[config.mk]
export PLATFORM = sky130hd
export DESIGN_NAME = bp_window_peak_detector_flat
export DESIGN_NICKNAME = d
export VERILOG_FILES = /design/src/rtl/bp_window_peak_detector_pkg.sv /design/src/rtl/bp_window_peak_detector_if.sv /design/src/rtl/bp_window_peak_detector_out_reg.sv /design/src/rtl/bp_window_peak_detector.sv /design/src/flat_wrapper.sv
export SDC_FILE = /design/constraint.sdc
export NUM_CORES = 1
export LEC_CHECK = 0
export ABC_AREA = 0
export BUFFER_PORTS_ARGS = -buffer_cell sky130_fd_sc_hd__buf_2
export CAP_MARGIN = 20
export CORE_ASPECT_RATIO = 1.75
export CORE_MARGIN = 2
export CORE_UTILIZATION = 35
export DETAILED_ROUTE_END_ITERATION = 8
export SETUP_SLACK_MARGIN = 0.2
export SYNTH_ARGS = -nofsm -noshare
export SYNTH_HDL_FRONTEND = slang
export SYNTH_SLANG_ARGS = --single-unit
[constraint.sdc]
create_clock -name clk -period 4.5 [get_ports clk]
set_input_delay 0.225 -clock clk [delete_from_list [all_inputs] [get_ports clk]]
set_output_delay 0.225 -clock clk [all_outputs]
set_load 0.05 [all_outputs]
[src/rtl/bp_window_peak_detector_pkg.sv]
// Shared types and helpers for the band-pass window peak detector.
// Optional macro BP_PEAK_MEAN_EN adds the window mean to the result record.
package bp_meas_pkg;

    localparam int BP_DATA_W = 12;
    localparam int CMP_W     = 32;

    typedef enum logic {
        IDLE,
        ACCUM
    } state_t;

    typedef struct packed {
        logic signed [BP_DATA_W-1:0] max;
        logic signed [BP_DATA_W-1:0] min;
        logic        [BP_DATA_W:0]   pp;
`ifdef BP_PEAK_MEAN_EN
        logic signed [BP_DATA_W-1:0] mean;
`endif
    } bp_peak_rec_t;

    // Compare on a wide signed type; callers sign-extend in and truncate out.
    function automatic logic signed [CMP_W-1:0] signed_max(
        input logic signed [CMP_W-1:0] a,
        input logic signed [CMP_W-1:0] b
    );
        return (a > b) ? a : b;
    endfunction

    function automatic logic signed [CMP_W-1:0] signed_min(
        input logic signed [CMP_W-1:0] a,
        input logic signed [CMP_W-1:0] b
    );
        return (a < b) ? a : b;
    endfunction

endpackage

[src/rtl/bp_window_peak_detector_if.sv]
// Sample stream and result record interfaces for the peak detector.
// Result carries m_mean only when BP_PEAK_MEAN_EN is defined.
interface bp_sample_if #(
    parameter int DATA_W = 12
);
    logic                     s_valid;
    logic                     s_ready;
    logic signed [DATA_W-1:0] s_data;

    modport master (output s_valid, output s_data, input  s_ready);
    modport slave  (input  s_valid, input  s_data, output s_ready);
endinterface

interface bp_result_if #(
    parameter int DATA_W = 12
);
    logic                     m_valid;
    logic                     m_ready;
    logic signed [DATA_W-1:0] m_max;
    logic signed [DATA_W-1:0] m_min;
    logic        [DATA_W:0]   m_pp;
`ifdef BP_PEAK_MEAN_EN
    logic signed [DATA_W-1:0] m_mean;
`endif

`ifdef BP_PEAK_MEAN_EN
    modport master (output m_valid, m_max, m_min, m_pp, m_mean, input m_ready);
    modport slave  (input  m_valid, m_max, m_min, m_pp, m_mean, output m_ready);
`else
    modport master (output m_valid, m_max, m_min, m_pp, input m_ready);
    modport slave  (input  m_valid, m_max, m_min, m_pp, output m_ready);
`endif
endinterface

[src/rtl/bp_window_peak_detector_out_reg.sv]
// One-deep valid/ready output register for a window result record.
// Ports: clk, rst_n, i_load/i_rec (new record), i_ready, o_valid/o_rec.
import bp_meas_pkg::*;

module bp_peak_out_reg #(
    parameter type rec_t = bp_peak_rec_t
) (
    input  logic clk,
    input  logic rst_n,
    input  logic i_load,
    input  rec_t i_rec,
    input  logic i_ready,
    output logic o_valid,
    output rec_t o_rec
);

    logic r_valid;
    rec_t r_rec;

    // A load in the same cycle as a pop keeps valid high with new data.
    always_ff @(posedge clk or negedge rst_n) begin
        if (!rst_n) begin
            r_valid <= 1'b0;
            r_rec   <= '0;
        end else if (i_load) begin
            r_valid <= 1'b1;
            r_rec   <= i_rec;
        end else if (r_valid && i_ready) begin
            r_valid <= 1'b0;
        end
    end

    assign o_valid = r_valid;
    assign o_rec   = r_rec;

endmodule

[src/rtl/bp_window_peak_detector.sv]
// Per-window max/min/peak-to-peak of band-pass ADC samples.
// Ports: clk, rst_n, enable, s (sample stream), m (result), busy.
// Optional macro BP_PEAK_MEAN_EN adds the signed window mean m_mean.
import bp_meas_pkg::*;

module bp_window_peak_detector #(
    parameter int DATA_W  = 12,
    parameter int WIN_LEN = 256,
    parameter int CNT_W   = $clog2(WIN_LEN)
) (
    input  logic      clk,
    input  logic      rst_n,
    input  logic      enable,
    bp_sample_if.slave s,
    bp_result_if.master m,
    output logic      busy
);

    typedef struct packed {
        logic signed [DATA_W-1:0] max;
        logic signed [DATA_W-1:0] min;
        logic        [DATA_W:0]   pp;
`ifdef BP_PEAK_MEAN_EN
        logic signed [DATA_W-1:0] mean;
`endif
    } rec_t;

    state_t                   r_state;
    state_t                   w_state_nxt;
    logic [CNT_W-1:0]         r_cnt;
    logic signed [DATA_W-1:0] r_max;
    logic signed [DATA_W-1:0] r_min;
    logic signed [DATA_W-1:0] w_max_nxt;
    logic signed [DATA_W-1:0] w_min_nxt;
    logic                     w_sready;
    logic                     w_accept;
    logic                     w_first;
    logic                     w_last;
    logic                     w_close;
    logic                     w_ovalid;
    rec_t                     w_rec;
    rec_t                     w_orec;

    assign w_first  = (r_cnt == '0);
    assign w_last   = (r_cnt == CNT_W'(WIN_LEN - 1));
    assign w_accept = s.s_valid && w_sready;
    assign w_close  = w_accept && w_last;

    always_ff @(posedge clk or negedge rst_n) begin
        if (!rst_n) r_state <= IDLE;
        else        r_state <= w_state_nxt;
    end

    // Hold off the final sample only while the previous record is stuck;
    // this keeps the one-deep output from ever being overwritten.
    always_comb begin
        w_state_nxt = r_state;
        w_sready    = 1'b0;
        unique case (r_state)
            IDLE: begin
                if (enable) w_state_nxt = ACCUM;
            end
            ACCUM: begin
                w_sready = !(w_last && w_ovalid && !m.m_ready);
                if (!enable) w_state_nxt = IDLE;
            end
            default: w_state_nxt = IDLE;
        endcase
    end

    assign w_max_nxt = w_first ? s.s_data :
        DATA_W'(signed_max(CMP_W'(r_max), CMP_W'(s.s_data)));
    assign w_min_nxt = w_first ? s.s_data :
        DATA_W'(signed_min(CMP_W'(r_min), CMP_W'(s.s_data)));

`ifdef BP_PEAK_MEAN_EN
    localparam int ACC_W = DATA_W + CNT_W;

    if ((1 << CNT_W) != WIN_LEN) begin : g_len_chk
        $error("WIN_LEN must be a power of two for the mean");
    end

    logic signed [ACC_W-1:0] r_acc;
    logic signed [ACC_W-1:0] w_acc_nxt;

    assign w_acc_nxt = w_first ? ACC_W'(s.s_data) :
        r_acc + ACC_W'(s.s_data);
    assign w_rec.mean = DATA_W'(w_acc_nxt >>> CNT_W);

    always_ff @(posedge clk or negedge rst_n) begin
        if (!rst_n)                          r_acc <= '0;
        else if (r_state == ACCUM && !enable) r_acc <= '0;
        else if (w_accept)                   r_acc <= w_acc_nxt;
    end
`endif

    assign w_rec.max = w_max_nxt;
    assign w_rec.min = w_min_nxt;
    // One extra bit so full-scale swings cannot wrap.
    assign w_rec.pp  = {w_max_nxt[DATA_W-1], w_max_nxt}
                     - {w_min_nxt[DATA_W-1], w_min_nxt};

    // Disable discards the partial window; a closing accept still loads.
    always_ff @(posedge clk or negedge rst_n) begin
        if (!rst_n) begin
            r_cnt <= '0;
            r_max <= '0;
            r_min <= '0;
        end else if (r_state == ACCUM && !enable) begin
            r_cnt <= '0;
            r_max <= '0;
            r_min <= '0;
        end else if (w_accept) begin
            r_cnt <= w_last ? '0 : r_cnt + CNT_W'(1);
            r_max <= w_max_nxt;
            r_min <= w_min_nxt;
        end
    end

    bp_peak_out_reg #(
        .rec_t (rec_t)
    ) u_out (
        .clk     (clk),
        .rst_n   (rst_n),
        .i_load  (w_close),
        .i_rec   (w_rec),
        .i_ready (m.m_ready),
        .o_valid (w_ovalid),
        .o_rec   (w_orec)
    );

    assign s.s_ready = w_sready;
    assign m.m_valid = w_ovalid;
    assign m.m_max   = w_orec.max;
    assign m.m_min   = w_orec.min;
    assign m.m_pp    = w_orec.pp;
`ifdef BP_PEAK_MEAN_EN
    assign m.m_mean  = w_orec.mean;
`endif
    assign busy      = (r_cnt != '0);

endmodule

[src/flat_wrapper.sv]
// flat-port wrapper written by rule: the top's interface ports become plain ports
module bp_window_peak_detector_flat 
#(
    parameter int DATA_W  = 12,
    parameter int WIN_LEN = 256,
    parameter int CNT_W   = $clog2(WIN_LEN)
)
  (clk, rst_n, enable, busy, s_s_valid, s_s_data, s_s_ready, m_m_valid, m_m_max, m_m_min, m_m_pp, m_m_ready);
  bp_sample_if #(.DATA_W(DATA_W)) s_i ();
  bp_result_if #(.DATA_W(DATA_W)) m_i ();
  input  logic clk;
  input  logic rst_n;
  input  logic enable;
  output logic busy;
  input wire logic [$bits(s_i.s_valid)-1:0] s_s_valid;
  input wire logic [$bits(s_i.s_data)-1:0] s_s_data;
  output wire logic [$bits(s_i.s_ready)-1:0] s_s_ready;
  output wire logic [$bits(m_i.m_valid)-1:0] m_m_valid;
  output wire logic [$bits(m_i.m_max)-1:0] m_m_max;
  output wire logic [$bits(m_i.m_min)-1:0] m_m_min;
  output wire logic [$bits(m_i.m_pp)-1:0] m_m_pp;
  input wire logic [$bits(m_i.m_ready)-1:0] m_m_ready;
  assign s_i.s_valid = s_s_valid;
  assign s_i.s_data = s_s_data;
  assign s_s_ready = s_i.s_ready;
  assign m_m_valid = m_i.m_valid;
  assign m_m_max = m_i.m_max;
  assign m_m_min = m_i.m_min;
  assign m_m_pp = m_i.m_pp;
  assign m_i.m_ready = m_m_ready;
  bp_window_peak_detector #(.DATA_W(DATA_W), .WIN_LEN(WIN_LEN), .CNT_W(CNT_W)) u_core (.clk(clk), .rst_n(rst_n), .enable(enable), .s(s_i), .m(m_i), .busy(busy));
endmodule
==> out/results.txt <==
Clock Path Buffers = 2
Peak VDD IR = 0.2187 mV
clk sinks = 71
clk root buf = clkbuf_16
type of origin of the critical path = flip-flop
register bit total from synthesis = 71
CP max FO = 4
chip height = 152.2 um
initial antenna violation count = 0
Post-CTS Setup Inserts = 0
Hold Path Class = in2async
Leakage Power = 2.584 nW
Initial DRT Pass Iterations = 4
post-synthesis cell count = 431
first-pass GRT wire length = 19.38 mm
Final Critical Period = 3.948 ns
Layout area overhead = 18.38%
clock latency on the worst-skew pair = 0.34 ns
grt ovf = 0
post-route ant nets = 0
Nets = 541
Placeable Area = 12360 sq um
io pins = 57
Mean Syn Cell Area = 10.19 sq um
Post-route DRC = 0
area of the multi-input gates = 2457 sq um
Final WS setup = 0.5520 ns
post-synthesis compound-gate area fraction = 20.40%
synth warn = 0
worst hold slack = -0.02877 ns
count of standard-cell rows = 54
synthesized net count = 486
sequential cell area = 1777 sq um
sequence of cells on the critical path = ha_1, a21oi_1, a21oi_1, a2111oi_1, o21ai_0, a21o_1, mux2_2, ha_1, inv_1, fa_1, a211oi_1, nor2_1, o41ai_2, a21oi_1, a21oi_1, o22a_1
Filler cells = 1227
DIE AREA = 13500 sq um
cts-stage hold buffer count = 0
Synth Area in Simple Gates = 12.65%
failing checks = negative hold slack
Slew headroom = 35.58%
non-filler cells, final = 658
Slew Viols, Final = 0
type of the worst setup path = reg2reg
clk_skew = 0.006414 ns
IO Port Bufs = 56
pwr/cell area = 377.3 nW/um^2
post-layout total power = 1.962 mW
Initial Util = 35.52%
xor and xnor fraction of the mapped netlist area = 1.994%
Place WS = 0.4421 ns
routed wire length per instance = 18.69 um
Finish-stage setup viols = 0
CTS tree = done
pin count of the biggest net entering global routing = 46
adder-cell share of the synthesized area = 11.00%
placed cells = 643
mux cell area share after synthesis = 9.402%
Routed WL = 12.30 mm
delay-heaviest family, CP = compound AO/OA/AOI/OAI gates
Final Util = 42.05%
post-CTS sizing = 0
layout cells sized above 1 = 22.65%
CP max stage cell = fa_1
Worst-path clk slew = 0.06 ns
synthesized area = 4392 sq um
post-synthesis sequential area ratio = 40.46%
DR iter-0 viols = 176
Tightest Pin Transition = 0.9648 ns
Synth cell types = 51
Worst EP arrival = 4.23 ns
peak per-stage delay on the critical path = 0.42 ns
number of global-route vias before repair = 3746
design area = 5199 sq um
Die Span X = 88.68 um
main combinational cell family by area after synthesis = compound AO/OA/AOI/OAI gates
RSZ-0062 raised after global routing = false
Fmax = 253.3 MHz
fin crit share = 87.73%
outcome = finished, violations left
final hold vios = 33
Max Cap Viol = 0
Crit path top cell by count = a21oi_1
EDFF count, synth = 0
via count = 3639
Final TNS setup = 0 ns
CP Capture Type = flip-flop
vias per cell = 5.530
DP Area = 4877 sq um
CTS H-tree depth = 3
CTS buffer count = 9
Final GP Congestion = 0.8952
Req. time, crit path = 4.78 ns
ys async rst share = 100.0%
Total GRT Usage = 18.86%
CP bufs+invs = 1
Antenna Cells = 0
dpl hpwl = 9.154 mm
Main synth FF type = dfrtp_1
==> routing by layer <==
metal	track usage [%]	vias up	wire length [um]	share of wire, %
met5	0	-	0	0
met4	7.864	0	312	2.5
met3	4.496	18	511	4.2
met2	34.04	79	6896	56
met1	20.19	1825	4575	37
li1	-	1717	-	-
==> cell usage after synthesis (4+ instances only) <==
| cell type | instances | area share (%) |
|---|---|---|
| o21ai_0 | 20 | 2.3 |
| nand3_1 | 4 | 0.46 |
| nor2b_1 | 5 | 0.71 |
| nand4_1 | 5 | 0.71 |
| inv_1 | 23 | 2.0 |
| xnor2_1 | 6 | 1.2 |
| a32o_1 | 25 | 5.7 |
| a211oi_1 | 16 | 2.7 |
| nand2_1 | 43 | 3.7 |
| nor3_1 | 8 | 0.91 |
| mux2_2 | 14 | 3.6 |
| a21oi_1 | 17 | 1.9 |
| a221o_1 | 13 | 3.0 |
| ha_1 | 37 | 11 |
| a21o_1 | 5 | 0.85 |
| nand2b_1 | 7 | 1.0 |
| xor2_1 | 4 | 0.80 |
| clkbuf_1 | 16 | 1.4 |
| nor2_1 | 30 | 2.6 |
| mux2i_1 | 12 | 2.7 |
| mux2_4 | 9 | 3.1 |
| dfrtp_1 | 71 | 40 |
==> logic make-up after synthesis <==
logic type      count (synthesis)
compound gates                117
fa+ha+maj                      38
buf+inv                        45
mux                            35
flops                          71
xor+xnor                       10
simple gates                  115
==> worst paths after layout <==
check	start	endpoint	slack, ns	cells past startpoint
setup / recovery	u_core.r_min[8]	u_core.u_out.o_rec[12]	0.55	16
hold / removal	rst_n	u_core.u_out.o_rec[23]	-0.03	1
setup reg to reg	u_core.r_min[8]	u_core.u_out.o_rec[12]	0.55	16
hold reg to reg	u_core.u_out.o_rec[7]	u_core.u_out.o_rec[7]	0.48	2
max in group asynchronous	rst_n	u_core.u_out.o_rec[2]	3.50	2
min in group clk	enable	u_core.r_state	0.06	1
==> cells in the final DEF, fill, tap and decap left out, types with 2 or more instances in the layout <==
| cell type | Yosys | routed |
|---|---|---|
| a21boi_0 | 2 | 2 |
| and4_1 | 3 | 3 |
| and3_1 | 2 | 2 |
| clkbuf_16 | 0 | 9 |
| dfrtp_1 | 71 | 71 |
| mux2_2 | 14 | 14 |
| mux2i_1 | 12 | 12 |
| a32o_1 | 25 | 25 |
| a211oi_1 | 16 | 16 |
| a21o_1 | 5 | 5 |
| nor2_1 | 30 | 30 |
| mux2_4 | 9 | 9 |
| nand2b_1 | 7 | 7 |
| nand3_1 | 4 | 4 |
| o21ai_0 | 20 | 20 |
| nand2_1 | 43 | 43 |
| nand4_1 | 5 | 5 |
| a21oi_1 | 17 | 17 |
| o31ai_1 | 3 | 3 |
| xnor2_1 | 6 | 6 |
| nor3_1 | 8 | 8 |
| ha_1 | 37 | 37 |
| buf_2 | 3 | 56 |
| nor2b_1 | 5 | 5 |
| buf_4 | 0 | 10 |
| xor2_1 | 4 | 4 |
| bufinv_16 | 0 | 2 |
| o21a_1 | 3 | 3 |
| inv_1 | 23 | 23 |
| clkinv_2 | 0 | 2 |
| a221o_1 | 13 | 13 |
==> registers in the layout, summed over array words and instances (netlist names) <==
| name | count |
|---|---|
| u_core.r_cnt | 8 |
| u_core.u_out.o_valid | 1 |
| u_core.r_min | 12 |
| u_core.r_max | 12 |
| u_core.u_out.o_rec | 37 |
| u_core.r_state | 1 |
==> layout make-up <==
class | instances | share of cell area (%)
well taps | 168 | 4.043
flip-flops and latches | 71 | 34.18
clock inverters | 4 | 1.348
repair buffers | 66 | 6.835
clock buffers | 11 | 4.669
inverters | 23 | 1.661
multi-input cells | 315 | 47.27
==> worst register-to-register path: stages, from the launching register on <==
cell and delay, ns:
dfrtp_1 0.41, ha_1 0.33, a21oi_1 0.16, a21oi_1 0.08, a2111oi_1 0.37, o21ai_0 0.20, a21o_1 0.24, mux2_2 0.26
ha_1 0.16, inv_1 0.05, fa_1 0.42, a211oi_1 0.26, nor2_1 0.12, o41ai_2 0.31, a21oi_1 0.17, a21oi_1 0.20
o22a_1 0.16
==> report_power, final <==
part	internal [mW]	total, mW	switching [mW]	leakage (nW)
registers	0.665	0.698	0.0334	0.974
clock network	0.496	0.770	0.275	0.155
logic	0.207	0.493	0.286	1.45
No activity file was read; power rests on OpenSTA's default activity.
